===== src/rtl/binary_maxpool_2x2_if.sv =====
// Activation stream in, pooled stream out, for the 2x2 binary max-pool stage.
interface binary_maxpool_2x2_if #(
  parameter int unsigned IDX_W = 8
);
  logic             clear;
  logic             in_valid;
  logic             in_bit;
  logic             out_valid;
  logic             out_bit;
  logic [IDX_W-1:0] out_idx;
  logic             out_last;

  modport master (
    output clear, in_valid, in_bit,
    input  out_valid, out_bit, out_idx, out_last
  );

  modport slave (
    input  clear, in_valid, in_bit,
    output out_valid, out_bit, out_idx, out_last
  );
endinterface


===== src/rtl/binary_maxpool_2x2.sv =====
// 2x2 stride-2 max pooling over a raster-ordered 1-bit activation stream.
// On binary activations max reduces to OR; one pooled bit per completed window.
module binary_maxpool_2x2 #(
  parameter int unsigned IMG_W = 32,
  parameter int unsigned IMG_H = 32,
  parameter int unsigned IDX_W = $clog2((IMG_W/2)*(IMG_H/2))
) (
  input  logic                 clk,
  input  logic                 rst,
  binary_maxpool_2x2_if.slave  bus
);

  localparam int unsigned COL_W  = $clog2(IMG_W);
  localparam int unsigned ROW_W  = $clog2(IMG_H);
  localparam int unsigned HALF   = IMG_W / 2;
  localparam int unsigned HALF_W = (HALF > 1) ? $clog2(HALF) : 1;
  localparam int unsigned NPOOL  = (IMG_W / 2) * (IMG_H / 2);

  logic [COL_W-1:0]  col_q, col_d;
  logic [ROW_W-1:0]  row_q, row_d;
  logic [IDX_W-1:0]  pool_q, pool_d;
  logic              h_q, h_d;
  logic [HALF-1:0]   line_buf_q, line_buf_d;
  logic              out_valid_q, out_valid_d;
  logic              out_bit_q, out_bit_d;
  logic [IDX_W-1:0]  out_idx_q, out_idx_d;
  logic              out_last_q, out_last_d;

  // Position seen by this cycle's pixel: a clear makes it pixel (0,0).
  logic [COL_W-1:0]  cur_col;
  logic [ROW_W-1:0]  cur_row;
  logic [IDX_W-1:0]  cur_pool;
  logic              cur_h;
  logic [HALF_W-1:0] half_idx;
  logic              last_col;
  logic              last_row;

  assign cur_col  = bus.clear ? '0   : col_q;
  assign cur_row  = bus.clear ? '0   : row_q;
  assign cur_pool = bus.clear ? '0   : pool_q;
  assign cur_h    = bus.clear ? 1'b0 : h_q;
  assign half_idx = HALF_W'(cur_col >> 1);
  assign last_col = (cur_col == COL_W'(IMG_W - 1));
  assign last_row = (cur_row == ROW_W'(IMG_H - 1));

  always_comb begin
    col_d       = cur_col;
    row_d       = cur_row;
    pool_d      = cur_pool;
    h_d         = cur_h;
    line_buf_d  = line_buf_q;
    out_valid_d = 1'b0;
    out_bit_d   = out_bit_q;
    out_idx_d   = out_idx_q;
    out_last_d  = 1'b0;

    if (bus.in_valid) begin
      // Raster advance
      if (last_col) begin
        col_d = '0;
        row_d = last_row ? '0 : cur_row + ROW_W'(1);
      end else begin
        col_d = cur_col + COL_W'(1);
      end

      unique case ({cur_row[0], cur_col[0]})
        2'b00: h_d = bus.in_bit;
        2'b01: line_buf_d[half_idx] = cur_h | bus.in_bit;
        2'b10: h_d = bus.in_bit | line_buf_q[half_idx];
        2'b11: begin
          out_valid_d = 1'b1;
          out_bit_d   = cur_h | bus.in_bit;
          out_idx_d   = cur_pool;
          out_last_d  = last_row && last_col;
          pool_d      = (cur_pool == IDX_W'(NPOOL - 1)) ? '0 : cur_pool + IDX_W'(1);
        end
        default: ;
      endcase
    end
  end

  always_ff @(posedge clk) begin
    if (!rst) begin
      col_q       <= '0;
      row_q       <= '0;
      pool_q      <= '0;
      h_q         <= 1'b0;
      out_valid_q <= 1'b0;
      out_bit_q   <= 1'b0;
      out_idx_q   <= '0;
      out_last_q  <= 1'b0;
    end else begin
      col_q       <= col_d;
      row_q       <= row_d;
      pool_q      <= pool_d;
      h_q         <= h_d;
      out_valid_q <= out_valid_d;
      out_bit_q   <= out_bit_d;
      out_idx_q   <= out_idx_d;
      out_last_q  <= out_last_d;
    end
  end

  // Top-row ORs need no reset: each even row rewrites them before use.
  always_ff @(posedge clk) begin
    line_buf_q <= line_buf_d;
  end

  assign bus.out_valid = out_valid_q;
  assign bus.out_bit   = out_bit_q;
  assign bus.out_idx   = out_idx_q;
  assign bus.out_last  = out_last_q;

endmodule

===== src/flat_wrapper.sv =====
// flat-port wrapper written by rule: the top's interface ports become plain ports
module binary_maxpool_2x2_flat 
#(
  parameter int unsigned IMG_W = 32,
  parameter int unsigned IMG_H = 32,
  parameter int unsigned IDX_W = $clog2((IMG_W/2)*(IMG_H/2))
)
  (clk, rst, bus_clear, bus_in_valid, bus_in_bit, bus_out_valid, bus_out_bit, bus_out_idx, bus_out_last);
  binary_maxpool_2x2_if #(.IDX_W(IDX_W)) bus_i ();
  input  logic clk;
  input  logic rst;
  input wire logic [$bits(bus_i.clear)-1:0] bus_clear;
  input wire logic [$bits(bus_i.in_valid)-1:0] bus_in_valid;
  input wire logic [$bits(bus_i.in_bit)-1:0] bus_in_bit;
  output wire logic [$bits(bus_i.out_valid)-1:0] bus_out_valid;
  output wire logic [$bits(bus_i.out_bit)-1:0] bus_out_bit;
  output wire logic [$bits(bus_i.out_idx)-1:0] bus_out_idx;
  output wire logic [$bits(bus_i.out_last)-1:0] bus_out_last;
  assign bus_i.clear = bus_clear;
  assign bus_i.in_valid = bus_in_valid;
  assign bus_i.in_bit = bus_in_bit;
  assign bus_out_valid = bus_i.out_valid;
  assign bus_out_bit = bus_i.out_bit;
  assign bus_out_idx = bus_i.out_idx;
  assign bus_out_last = bus_i.out_last;
  binary_maxpool_2x2 #(.IMG_W(IMG_W), .IMG_H(IMG_H), .IDX_W(IDX_W)) u_core (.clk(clk), .rst(rst), .bus(bus_i));
endmodule

===== config.mk =====
export PLATFORM = sky130hd
export DESIGN_NAME = binary_maxpool_2x2_flat
export DESIGN_NICKNAME = d
export VERILOG_FILES = /design/src/rtl/binary_maxpool_2x2_if.sv /design/src/rtl/binary_maxpool_2x2.sv /design/src/flat_wrapper.sv
export SDC_FILE = /design/constraint.sdc
export NUM_CORES = 1
export LEC_CHECK = 0
export CAP_MARGIN = 20
export CORE_MARGIN = 5
export CORE_UTILIZATION = 45
export DETAILED_ROUTE_END_ITERATION = 16
export DONT_BUFFER_PORTS = 1
export PLACE_DENSITY = 0.64
export SYNTH_ARGS = -nofsm -noshare
export SYNTH_HDL_FRONTEND = slang
export SYNTH_SLANG_ARGS = --single-unit

===== constraint.sdc =====
create_clock -name clk -period 2.12 [get_ports clk]
set_input_delay 0.424 -clock clk [delete_from_list [all_inputs] [get_ports clk]]
set_output_delay 0.424 -clock clk [all_outputs]
set_load 0.02 [all_outputs]

After elaboration in Yosys (flattened, before gate mapping)
Index checks and enable logic that the tools add are counted.

Word-level logic and storage cells: 49. Output and inout bits: 11. Memories kept: 0. Bits in latches: 0. Register bits: 46. Input port bits: 5. Memory bits (writable): 0. ROM bits: 0.

Mux-type cells: 20. Shifts and indexed selects: 0. Reduce and logical (&&, ||, !) cells: 7. Eq/ne operators: 6. Order comparisons: 2. Div/mod/pow operators: 0. Bitwise gates (word level): 2. Multipliers: 0. Add/subtract/negate cells: 3.

Operator list (count): $mux 5 (7); $mux 8 (4); $bwmux 16 (1); $add 5x1->5 const B (2); $eq 5x5->1 const B (2); $add 8x1->8 const B (1); $eq 8x8->1 const B (1); $reduce_and 2->1 (3); $lt 4x5->1 const B (1); $mux 1 (5); $bmux 1 s4 (1); $demux 1 s4 (1); $eq 2x2->1 const B (2); $ge 4x1->1 const B (1); $reduce_and 3->1 (1); $eq 2x1->1 const B (1); $logic_and 1x1->1 (2); $logic_not 2->1 (1); $or 1x1->1 (2); $pmux 1 s2 (1).

Depth between registers and ports, before layout
Depth in word-level cells: 6. Gate-level depth with buffers: 10. Depth with buffers taken out: 10.

Worst setup path after synthesis
OpenSTA, ideal clock, no wires.

Path kind: input to register. Start: input bus_clear. End: register u_core.row_q[2]. Required time: 2.044 ns. Stages on the path: 8. Setup slack: -0.015 ns. Arrival: 2.059 ns. Buffers on the path: 1. Library setup time: 0.076 ns. Cells stage by stage: buf_2 nor2b_1 ha_1 and3_1 ha_1 nand2_1 or4b_1 a21boi_0.

Word-level cells in the longest chain between the ends: 5. Elaborated cells between the ends (all ways): 8. Those cells by class: 1 x add/sub; 2 x eq/ne; 5 x mux.

RTL lines: start: declaration (line flat_wrapper.sv:12) `input wire logic [$bits(bus_i.clear)-1:0] bus_clear;`; $mux 5 (line binary_maxpool_2x2.sv:39) `assign cur_row = bus.clear ? '0 : row_q;`; $add 5x1->5 or $eq 5x5->1 (tied branches) (line binary_maxpool_2x2.sv:61, binary_maxpool_2x2.sv:44); $mux 5 (line binary_maxpool_2x2.sv:61) `row_d = last_row ? '0 : cur_row + ROW_W'(1);`; $mux 5 (line binary_maxpool_2x2.sv:59) `if (last_col) begin`; $mux 5 * (line binary_maxpool_2x2.sv:57) `if (bus.in_valid) begin`; end signal: assignment (line binary_maxpool_2x2.sv:94) `row_q <= row_d;`; end: declaration (line binary_maxpool_2x2.sv:20) `logic [ROW_W-1:0] row_q, row_d;`.

Every way passes the cells marked *; elsewhere a longest branch is shown, timed or not. A chain may end at the register's enable or synchronous reset.

Final worst setup path
Start: register u_core.row_q[0]. End: register u_core.row_q[2].

Word-level cells in the longest chain between the ends: 5. Elaborated cells between the ends (all ways): 6. Those cells by class: 1 x add/sub; 1 x eq/ne; 4 x mux.

RTL lines (line): $mux 5 * (binary_maxpool_2x2.sv:39); $add 5x1->5 or $eq 5x5->1 (tied branches) (binary_maxpool_2x2.sv:61, binary_maxpool_2x2.sv:44); $mux 5 * (binary_maxpool_2x2.sv:61); $mux 5 * (binary_maxpool_2x2.sv:59); $mux 5 * (binary_maxpool_2x2.sv:57).

Marked as above.

==> results.cfg <==
[status]
outcome = finished clean

[synth]
synthTopCellsByArea = dfxtp_1 27%, edfxtp_1 22%, nand2_1 5.7%, nor2_1 4.8%, a21boi_0 4.1%
syn_nets = 239
yosys_warnings = 0
synth_top_area_share_pct = 27.5
synth_compound_area_share_pct = 10.6
syn_area_per_cell_um2 = 9.55
synth_seq_cells = 46
postSynth.asyncResetShare_pct = 0
netlist_instances = 229
synth-edff-count = 16
synth_commonest_cells = 33 x nand2_1, 30 x dfxtp_1, 28 x nor2_1
yosys-mux-area-fraction_pct = 3.89
synth_xor_xnor_area_share_pct = 3.20
yosysUniqueCellTypes = 48
synth_fa_ha_area_share_pct = 2.86
synthesis.area_um2 = 2190
synth_top_flop_cell = dfxtp_1
yosys.area_share.simple_pct = 26.6
synth_most_common_cell = nand2_1
synth_top_family_by_area = simple AND/OR/NAND/NOR gates
ys_seq_area_share_pct = 49.4
post-synth-top-area-cell = dfxtp_1

[placement]
io_buffers = 0
placed_area_um2 = 2270
gp_congestion = 0.826
place_ws_ns = 0.195
dp_hpwl_um = 3030

[layout]
regArea_um2 = 1080
fill_cells = 459
fin_nets = 243
design_area_um2 = 2380
drive_gt1_share_pct = 10.7
post-route-util_pct = 50.3
area_growth_pct = 8.70
multi_input_area_um2 = 1030
diodes = 0

[run]
drv_cap = 0

[power]
power_density_nw_per_um2 = 656
p_leak_nw = 0.867
vdd_drop_max_mv = 0.346

[sta]
rsz0062_at_grt = no
fmax_mhz = 538
finalCritPeriodShare_pct = 87.7
fin_tns_setup_ns = 0
finalClockSkew_ns = 0.0105
hold_viol = 0
slew_headroom_pct = 67.9
whs_ns = 0.186
worst_pin_slew_ns = 0.481
setup_ws_ns = 0.261
timing.final.max_slew_violations = 0
setup_viol = 0
period_needed_ns = 1.86

[critical_path]
worstSetupPathType = reg2reg
path_delay_family = simple AND/OR/NAND/NOR gates
arrival_ns = 2.09
slowest_delay_ns = 0.51
cp_max_fo = 6
crit_buf_inv = 0
slowest_stage = or4b_1
cp_data_required_time_ns = 2.35
crit_path_cell_trace = nor2b_1, ha_1, and3_1, ha_1, or4b_1, a21boi_0
endpoint_kind = register
path_common_cell = ha_1
cp-start-kind = register

[die]
fp.dieH_um = 79.7
ios = 16
coreArea_um2 = 4720
core.rowCount = 25
die-area_um2 = 6350
start_util_pct = 46.3
fp.dieW_um = 79.7

[clock_tree]
root_buffer = clkbuf_8
clockBufferDepth = 2
htree_levels = 2
cts_tree = done
clk_latency_ns = 0.30
clkTransAtPathRegs_ns = 0.09
holdBufCountCts = 0
cts.sinks = 46
cts_resized = 0
cts_buffers = 5
cts_setup_buffers = 0

[route]
drt-pass1-iter-count = 4
routed_wl_um = 4340
wl_met1_um = 2090
viasPerCell = 5.25
wl_met2_um = 1990
vias = 1581
drc = 0
postRouteAntennaNets = 0
top_layer_used = met4
wire_per_inst_um = 14.4
wl_met3_um = 189
dr.first_iter.drc_count = 150

[global_routing]
grt-ovfl-total = 0
antenna_found_initial = 0
grt_util_all_layers_pct = 15.3
grt_max_degree = 26
grt_pass1_vias = 1522
grt_pass1_wl_um = 7530

[hold_path]
hold_path_class = in2reg
## routing by layer
layer  global-route usage, %  vias up
li1                        -      807
met1                    20.7      743
met2                    22.9       25
met3                    4.74        6
met4                    5.15        0
met5                       0        -
## cell type report
class                      instances  share of cell area [%]
tap                               67                    3.53
clock buffer                       7                    4.11
inverter                           4                   0.632
clock inverter                     1                   0.263
timing repair buffer               8                    2.53
multi-input combinational        168                    43.5
sequential                        46                    45.5
## stage by stage
step | std cells | power [W]
3_5_place_dp | 293 | 0.000984
2_1_floorplan | 229 | 0.000982
3_3_place_gp | 293 | 0.000983
5_1_grt | 301 | 0.00163
6_report | 301 | 0.00156
4_1_cts | 301 | 0.00158
## flip-flops by register name (all words and copies together) (netlist names)
| signal | flops |
|---|---|
| u_core.bus.out_bit | 1 |
| u_core.bus.out_idx | 8 |
| u_core.bus.out_last | 1 |
| u_core.bus.out_valid | 1 |
| u_core.col_q | 5 |
| u_core.h_q | 1 |
| u_core.line_buf_q | 16 |
| u_core.pool_q | 8 |
| u_core.row_q | 5 |
## placed cells by master, fill, tap and decap left out, types with 7 or more instances in the layout
master	n
a21boi_0	12
and2_1	7
buf_4	8
dfxtp_1	30
edfxtp_1	16
nand2_1	33
nand3_1	10
nor2_1	28
nor2b_1	8
## report_power, final
part           internal [W]  switching (W)  total (W)
clock network      0.000305       0.000292   0.000597
logic             0.0000200      0.0000256  0.0000456
registers          0.000916     0.00000212   0.000918
total               0.00124       0.000319    0.00156
## cell families (layout without fill, tap and decap cells)
group	count (synthesis)	count (layout)
AOI/OAI and AO/OA	34	34
xor gates and xnor gates	8	8
adders and majority gates	5	5
buffers and inverters	15	20
DFF	46	46
muxes	6	6
and+or+nand+nor	115	115
## path summary, 6_finish.rpt
check / start / end / slack, ns / cells past startpoint
max: u_core.row_q[0] / u_core.row_q[2] / 0.26 / 6
min: bus_clear / u_core.pool_q[7] / 0.19 / 1
max reg2reg: u_core.row_q[0] / u_core.row_q[2] / 0.26 / 6
min reg2reg: u_core.pool_q[0] / u_core.bus.out_idx[0] / 0.54 / 2
Note: power is estimated with default switching activity, not from simulation.
